==> config.mk <==
export PLATFORM = sky130hd
export DESIGN_NAME = cla_serial_add32
export DESIGN_NICKNAME = d
export VERILOG_FILES = /design/src/rtl/cla_serial_add32.sv
export SDC_FILE = /design/constraint.sdc
export NUM_CORES = 1
export LEC_CHECK = 0
export BUFFER_PORTS_ARGS = -buffer_cell sky130_fd_sc_hd__clkbuf_2
export CAP_MARGIN = 5
export CORE_ASPECT_RATIO = 2
export CORE_MARGIN = 2
export CORE_UTILIZATION = 45
export CTS_BUF_LIST = sky130_fd_sc_hd__clkbuf_8
export DETAILED_ROUTE_END_ITERATION = 8
export GPL_TIMING_DRIVEN = 0
export PLACE_DENSITY = 0.67
export REMOVE_ABC_BUFFERS = 1
export SLEW_MARGIN = 0
export SYNTH_ARGS = -nofsm -noshare
export SYNTH_HDL_FRONTEND = slang
export SYNTH_SLANG_ARGS = --single-unit
==> constraint.sdc <==
create_clock -name clk -period 2.1 [get_ports clk]
set_input_delay 0.42 -clock clk [delete_from_list [all_inputs] [get_ports clk]]
set_output_delay 0.42 -clock clk [all_outputs]
set_load 0.03 [all_outputs]
==> src/rtl/cla_serial_add32.sv <==
// Nibble-serial adder/subtractor: one 4-bit carry-lookahead slice is reused
// once per nibble, so a WIDTH-bit operation takes WIDTH/4 RUN cycles.
// WIDTH must be a multiple of 4 and at least 8.

// 4-bit carry-lookahead slice with group propagate/generate outputs.
module cla_serial_add32_cla4 (
  input  logic [3:0] a_i,
  input  logic [3:0] b_i,
  input  logic       cin_i,
  output logic [3:0] sum_o,
  output logic       p_o,
  output logic       g_o
);
  logic [3:0] p, g, c;

  // Lookahead carries, group P/G and sum bits.
  always_comb begin
    p     = a_i ^ b_i;
    g     = a_i & b_i;
    c[0]  = cin_i;
    c[1]  = g[0] | (p[0] & cin_i);
    c[2]  = g[1] | (p[1] & g[0]) | (p[1] & p[0] & cin_i);
    c[3]  = g[2] | (p[2] & g[1]) | (p[2] & p[1] & g[0]) | (p[2] & p[1] & p[0] & cin_i);
    sum_o = p ^ c;
    p_o   = &p;
    g_o   = g[3] | (p[3] & g[2]) | (p[3] & p[2] & g[1]) | (p[3] & p[2] & p[1] & g[0]);
  end
endmodule

module cla_serial_add32 #(
  parameter int WIDTH = 32
) (
  input  logic             clk,
  input  logic             rst_n,
  input  logic             start,
  input  logic             sub,
  input  logic [WIDTH-1:0] a,
  input  logic [WIDTH-1:0] b,
  output logic             busy,
  output logic             done,
  output logic [WIDTH-1:0] sum,
  output logic             cout,
  output logic             ovf
);
  localparam int NNIB = WIDTH / 4;
  localparam int CW   = (NNIB > 1) ? $clog2(NNIB) : 1;
  localparam logic [CW-1:0] LAST = CW'(NNIB - 1);

  typedef enum logic [1:0] {IDLE, RUN, DONE} state_t;

  state_t           state_q, state_d;
  logic [WIDTH-1:0] a_q, a_d, b_q, b_d, work_q, work_d;
  logic [WIDTH-1:0] sum_q, sum_d;
  logic             carry_q, carry_d;
  logic [CW-1:0]    cnt_q, cnt_d;
  logic             a_msb_q, a_msb_d, b_msb_q, b_msb_d;
  logic             cout_q, cout_d, ovf_q, ovf_d;

  logic [3:0]       nib_sum;
  logic             grp_p, grp_g, carry_nxt;
  logic [WIDTH-1:0] b_eff;

  cla_serial_add32_cla4 u_slice (
    .a_i   (a_q[3:0]),
    .b_i   (b_q[3:0]),
    .cin_i (carry_q),
    .sum_o (nib_sum),
    .p_o   (grp_p),
    .g_o   (grp_g)
  );

  // Subtraction is a + ~b + 1; the +1 enters as the initial carry.
  assign b_eff     = sub ? ~b : b;
  assign carry_nxt = grp_g | (grp_p & carry_q);

  // Next-state and datapath updates; everything holds unless written.
  always_comb begin
    state_d = state_q;
    a_d     = a_q;
    b_d     = b_q;
    work_d  = work_q;
    carry_d = carry_q;
    cnt_d   = cnt_q;
    a_msb_d = a_msb_q;
    b_msb_d = b_msb_q;
    sum_d   = sum_q;
    cout_d  = cout_q;
    ovf_d   = ovf_q;
    case (state_q)
      IDLE, DONE: begin
        if (start) begin
          a_d     = a;
          b_d     = b_eff;
          carry_d = sub;
          cnt_d   = '0;
          work_d  = '0;
          a_msb_d = a[WIDTH-1];
          b_msb_d = b_eff[WIDTH-1];
          state_d = RUN;
        end else begin
          state_d = IDLE;
        end
      end
      RUN: begin
        // Result nibbles enter from the top, so after NNIB steps the LSB
        // nibble has reached bit 0.
        work_d  = {nib_sum, work_q[WIDTH-1:4]};
        a_d     = {4'b0, a_q[WIDTH-1:4]};
        b_d     = {4'b0, b_q[WIDTH-1:4]};
        carry_d = carry_nxt;
        cnt_d   = cnt_q + 1'b1;
        if (cnt_q == LAST) begin
          sum_d   = {nib_sum, work_q[WIDTH-1:4]};
          cout_d  = carry_nxt;
          ovf_d   = (a_msb_q == b_msb_q) & (nib_sum[3] != a_msb_q);
          cnt_d   = '0;
          state_d = DONE;
        end
      end
      default: state_d = IDLE;
    endcase
  end

  // State register.
  always_ff @(posedge clk or negedge rst_n) begin
    if (!rst_n) state_q <= IDLE;
    else        state_q <= state_d;
  end

  // Datapath and result registers.
  always_ff @(posedge clk or negedge rst_n) begin
    if (!rst_n) begin
      a_q     <= '0;
      b_q     <= '0;
      work_q  <= '0;
      carry_q <= 1'b0;
      cnt_q   <= '0;
      a_msb_q <= 1'b0;
      b_msb_q <= 1'b0;
      sum_q   <= '0;
      cout_q  <= 1'b0;
      ovf_q   <= 1'b0;
    end else begin
      a_q     <= a_d;
      b_q     <= b_d;
      work_q  <= work_d;
      carry_q <= carry_d;
      cnt_q   <= cnt_d;
      a_msb_q <= a_msb_d;
      b_msb_q <= b_msb_d;
      sum_q   <= sum_d;
      cout_q  <= cout_d;
      ovf_q   <= ovf_d;
    end
  end

  assign busy = (state_q == RUN);
  assign done = (state_q == DONE);
  assign sum  = sum_q;
  assign cout = cout_q;
  assign ovf  = ovf_q;
endmodule

* Word-level counts from Yosys, hierarchy flattened
Index checks and enable logic that the tools add are counted.
** Word-level totals
- Output and inout bits :: 36
- Bits in registers :: 138
- Word-level logic and storage cells :: 71
- Input port bits :: 68
** Cells by class
- Mux-type cells :: 15
- Add/subtract/negate cells :: 1
- Eq/ne operators :: 7
- Bitwise gates (word level) :: 30
- Reduce and logical (&&, ||, !) cells :: 7
** Operators with widths (count)
- 32-bit case mux with 2 select lines :: 3
- 32-bit two-way mux :: 4
- 32-bit inverter :: 1
- 1-bit AND :: 16
- 1-bit OR :: 10
- 4-bit bitwise XOR :: 2
- 3-bit two-way mux :: 2
- 3-bit case mux with 2 select lines :: 1
- 2-bit AND reduction :: 3
- 4-bit AND :: 1
- 2-bit case mux with 2 select lines :: 1
- 4-bit AND reduction :: 1
- 3-bit by 1-bit adder with 3-bit output (second input constant) :: 1
- 3-bit == test (second input constant) :: 1
- 2-bit by 1-bit == test with 1-bit output (second input constant) :: 1
- 2-bit == test (second input constant) :: 1
- 2-bit logical NOT :: 1
- 1-bit two-way mux :: 2
- 2-bit two-way mux :: 1
- 2-bit by 1-bit != test with 1-bit output (second input constant) :: 1
- 2-bit != test (second input constant) :: 1
- 1-bit case mux with 2 select lines :: 1
- 2-bit nonzero test :: 1
- 2-bit OR reduction :: 1
- 2 further kinds :: 2

* Depth between registers and ports, before layout
- Depth in word-level cells :: 8
- Mapped depth :: 7

* Hierarchy
Synthesis repeated with hierarchy kept, for this count alone.
** Second synthesis, totals
- Cell total of the unflattened synthesis :: 470
- Area total of the unflattened synthesis :: 5734.2 sq um
** Modules (own cells, without submodules)
- cla_serial_add32 :: cells an instance 448, times used 1, area each 5551.6 sq um, sequential area each 3353.2 sq um
- cla_serial_add32_cla4 :: cells an instance 22, times used 1, area each 182.7 sq um, sequential area each 0.0 sq um

* Worst setup path after synthesis
OpenSTA, ideal clock, no wires.
- Path type :: flip-flop to flip-flop
- Start :: reg a_q[0]
- End :: reg ovf_q (netlist: ovf)
- Setup time :: 0.080 ns
- Data arrival time :: 1.606 ns
- Data required time :: 2.020 ns
- Buffers on the path :: 0
- Stages on the path, launching flop included :: 6
- Setup slack :: 0.414 ns
- Cells stage by stage :: dfrtp_1 ha_1 a21o_1 and4_4 or3_4 o211ai_2
** Between the ends
- Longest elaborated chain between the ends :: 7
- Elaborated cells on any way between the ends :: 10
** Ends and longest elaborated chain
- start, declared :: line 52 : logic [WIDTH-1:0] a_q, a_d, b_q, b_d, work_q, work_d;
- start signal, assigned :: line 133 : a_q <= '0;
- start signal, assigned :: line 144 : a_q <= a_d;
- 4-bit AND / 4-bit bitwise XOR (equally long branches) :: line 19, 18
- 1-bit AND :: line 23 : c[3] = g[2] | (p[2] & g[1]) | (p[2] & p[1] & g[0]) | (p[2] & p[1] & p[0] & cin_i);
- 1-bit OR / 1-bit AND (equally long branches) :: line 23
- 1-bit OR * :: line 23
- 4-bit bitwise XOR * :: line 24 : sum_o = p ^ c;
- 1-bit != test * :: line 115 : ovf_d = (a_msb_q == b_msb_q) & (nib_sum[3] != a_msb_q);
- 1-bit AND * :: line 115
- end signal, assigned :: line 153 : ovf_q <= ovf_d;
- end, declared :: line 57 : logic cout_q, cout_d, ovf_q, ovf_d;
Every way passes the cells marked *; elsewhere a longest branch is shown, timed or not.
A chain may end at the register's enable or synchronous reset.

* Worst setup path after layout
- Start :: reg state_q[0]
- End :: out busy
** Between the ends
- Longest elaborated chain between the ends :: 1
** Ends and longest elaborated chain
- start, declared :: line 51 : state_t state_q, state_d;
- start signal, assigned :: line 127 : else state_q <= state_d;
- 2-bit by 1-bit == test with 1-bit output :: line 157 : assign busy = (state_q == RUN);
- end, declared :: line 39 : output logic busy,
Every way passes these cells.

==> metrics <==
drt drc=0; Placed Instances=693; headroom to the max-slew limit=0.335; Synth-to-Final Area Change=21.7%; total wire length=11600 um; CP bufs+invs=2; Pre-antenna DRT Iters=6; critical path cell sequence=nand2b_4 -> inv_16 -> clkbuf_2; Post-Syn Instances=469; Peak Freq=508 MHz; Hold Fails Final Rpt=0; Max Cap Viol=0; Rows=58; Pwr Density=1660 nW/um2; H-tree depth=4; WL/cell=15.8 um; Worst Skew=0.0120 ns; Initial DRC Count=156; Final Wtd Congestion=0.707; clk sinks=134; Die ar.=13500 um2; Seq/Total Area, Yosys=0.593; Critical Path RT=1.68 ns; #FFs+latches synth=134; vias per inst=5.40; Max Transition Viols Final=0; CP Launch Type=register; slowest stage delay, CP=0.49 ns; root buf cell=clkbuf_8; synth top area cells=dfrtp_1, mux2_2, nand2_1, a221o_1, xnor2_1; Mean Syn Cell Area=12.1 um2; min Tclk post-route=1.97 ns; Initial Util=0.455; leading area contributor after synthesis=dfrtp_1; critical path peak fanout=22; io pins=104; final setup fails=0; Final Non-Filler Cells=733; Slew @ Worst Pin=0.997 ns; Core ar.=12400 um2; top-area cell type share of the netlist area=0.593; Netlist cell types=34; Post-synth EDFFs=0; Final HPWL DP=6980 um; Max VDD drop=0.000999 V; Pleak=3.36 nW; Worst Path Arrival=1.55 ns; CTS Buffer Depth=2; Die Ht=162 um; CTS Buf Count=17; worst-skew pair later-pin latency=0.42 ns; antenna-violating nets left=0; status=finished, final reports clean; clock-pin slew on the worst setup and hold paths=0.08 ns; Setup CP Type=register to output pin; most numerous cell in the Yosys netlist=dfrtp_1; CTS tree=done; area of the mapped netlist=5650 um2; antenna diode count=0; kind of cell adding the most delay to the critical path=flip-flops; gr ovfl total=0; asr flop ratio synth=1.00; global-route total usage across every layer=0.180; largest net degree at the start of global routing=109; Period Utilization, post-route=0.938; die width=83.2 um; Synth top cells by count=dfrtp_1, nand2_1, xnor2_1; initial antenna violation count=0; first-pass GRT wire length=19500 um; nets=645; tightest hold margin=0.208 ns; vias in the first global route=3911; RSZ-0062 raised after global routing=no; Syn. warnings=0; layout cells sized above 1=0.314; type of destination of the critical path=output pin; HP Class=input port to register; Top FF cell, synth=dfrtp_1; Buffers on Ports=103; vias=3956; Critical-path top delay cell=dfrtp_1
==> stage by stage <==
stage / instance area (um2) / power [mW] / utilization / setup TNS [ns] / worst slack [ns]
2_1_floorplan: 5460 / 7.40 / - / -65.81 / -0.753
3_3_place_gp: 6160 / 8.51 / 0.497 / -436.83 / -2.25
3_5_place_dp: 6310 / 8.82 / 0.509 / -22.83 / -0.498
4_1_cts: 6880 / 11.5 / 0.554 / 0 / 0.106
5_1_grt: 6880 / 12.2 / 0.554 / 0 / 0.0409
6_report: 6880 / 11.4 / 0.554 / 0 / 0.130
==> timing repair <==
item	CTS	global route
hold buffers	1	0
endpoints found under the hold margin	26	0
resized for setup	8	0
buffers inserted	4	0
endpoints found under the setup margin	92	0
==> routing by layer <==
metal / share of wire / vias to the layer above / GRT usage
met3: 0.044 / 11 / 0.0421
met2: 0.47 / 114 / 0.282
met1: 0.47 / 1957 / 0.245
met5: 0 / - / 0
met4: 0.014 / 0 / 0.0671
li1: - / 1874 / -
==> cells in the final DEF (no fill, tap or decap), types with 2 or more instances in the layout <==
cell / n
inv_1: 3
o31ai_1: 2
bufinv_16: 5
nand2_1: 79
a221o_1: 28
nor2_1: 30
buf_8: 2
mux2_2: 29
o21ai_1: 7
xnor2_1: 32
a22o_1: 30
ha_1: 6
xor2_1: 2
dfrtp_1: 134
clkinvlp_4: 2
a22oi_1: 29
clkbuf_2: 102
buf_12: 2
inv_6: 3
a21oi_1: 2
clkinv_4: 2
clkbuf_8: 20
nor2b_1: 2
buf_16: 3
buf_4: 3
o21ai_0: 6
==> kinds of logic after synthesis <==
kind of cell,Yosys count,synth area share
compound gates,108,0.157
xor+xnor,34,0.0527
fa+ha+maj,7,0.0168
buf+inv,37,0.0350
flops,134,0.593
mux,29,0.0578
simple gates,120,0.0877
==> layout make-up <==
| class | instances | area (um2) |
|---|---|---|
| Fill cell | 1073 | 5530 |
| Sequential cell | 134 | 3350 |
| Multi-Input combinational cell | 299 | 2120 |
| Timing Repair Buffer | 114 | 709 |
| Clock buffer | 19 | 262 |
| Clock inverter | 13 | 204 |
| Tap cell | 150 | 188 |
| Inverter | 2 | 23.8 |
| Timing Repair inverter | 2 | 17.5 |
==> sequential cells by signal (all words and copies together), names as in the netlist <==
name,flops
ovf,1
work_q,28
a_q,32
carry_q,1
state_q,2
b_q,32
b_msb_q,1
sum,32
cnt_q,3
cout,1
a_msb_q,1
==> worst min-delay path, stage by stage <==
cell and delay, ns:
clkbuf_2 0.07, a22oi_1 0.05, nand2_1 0.05
==> worst paths after layout <==
path / start / to / slack, ns / cells past startpoint
worst max-delay path: state_q[0] / busy / 0.13 / 3
worst min-delay path: a[19] / a_q[19] / 0.21 / 3
worst max register to register: state_q[0] / b_q[6] / 0.22 / 5
worst min register to register: a_q[21] / a_q[21] / 0.48 / 2
max in group asynchronous: rst_n / cnt_q[1] / 0.84 / 3
min in group asynchronous: rst_n / sum[1] / 0.43 / 2
==> report_power, final <==
| part | total, mW | leakage, nW | switching [mW] | internal, mW |
|---|---|---|---|---|
| combinational | 4.45 | 1.43 | 2.58 | 1.87 |
| sequential | 4.47 | 1.70 | 0.719 | 3.75 |
| clock | 2.47 | 0.235 | 0.995 | 1.48 |
(Power assumes the default switching activity.)
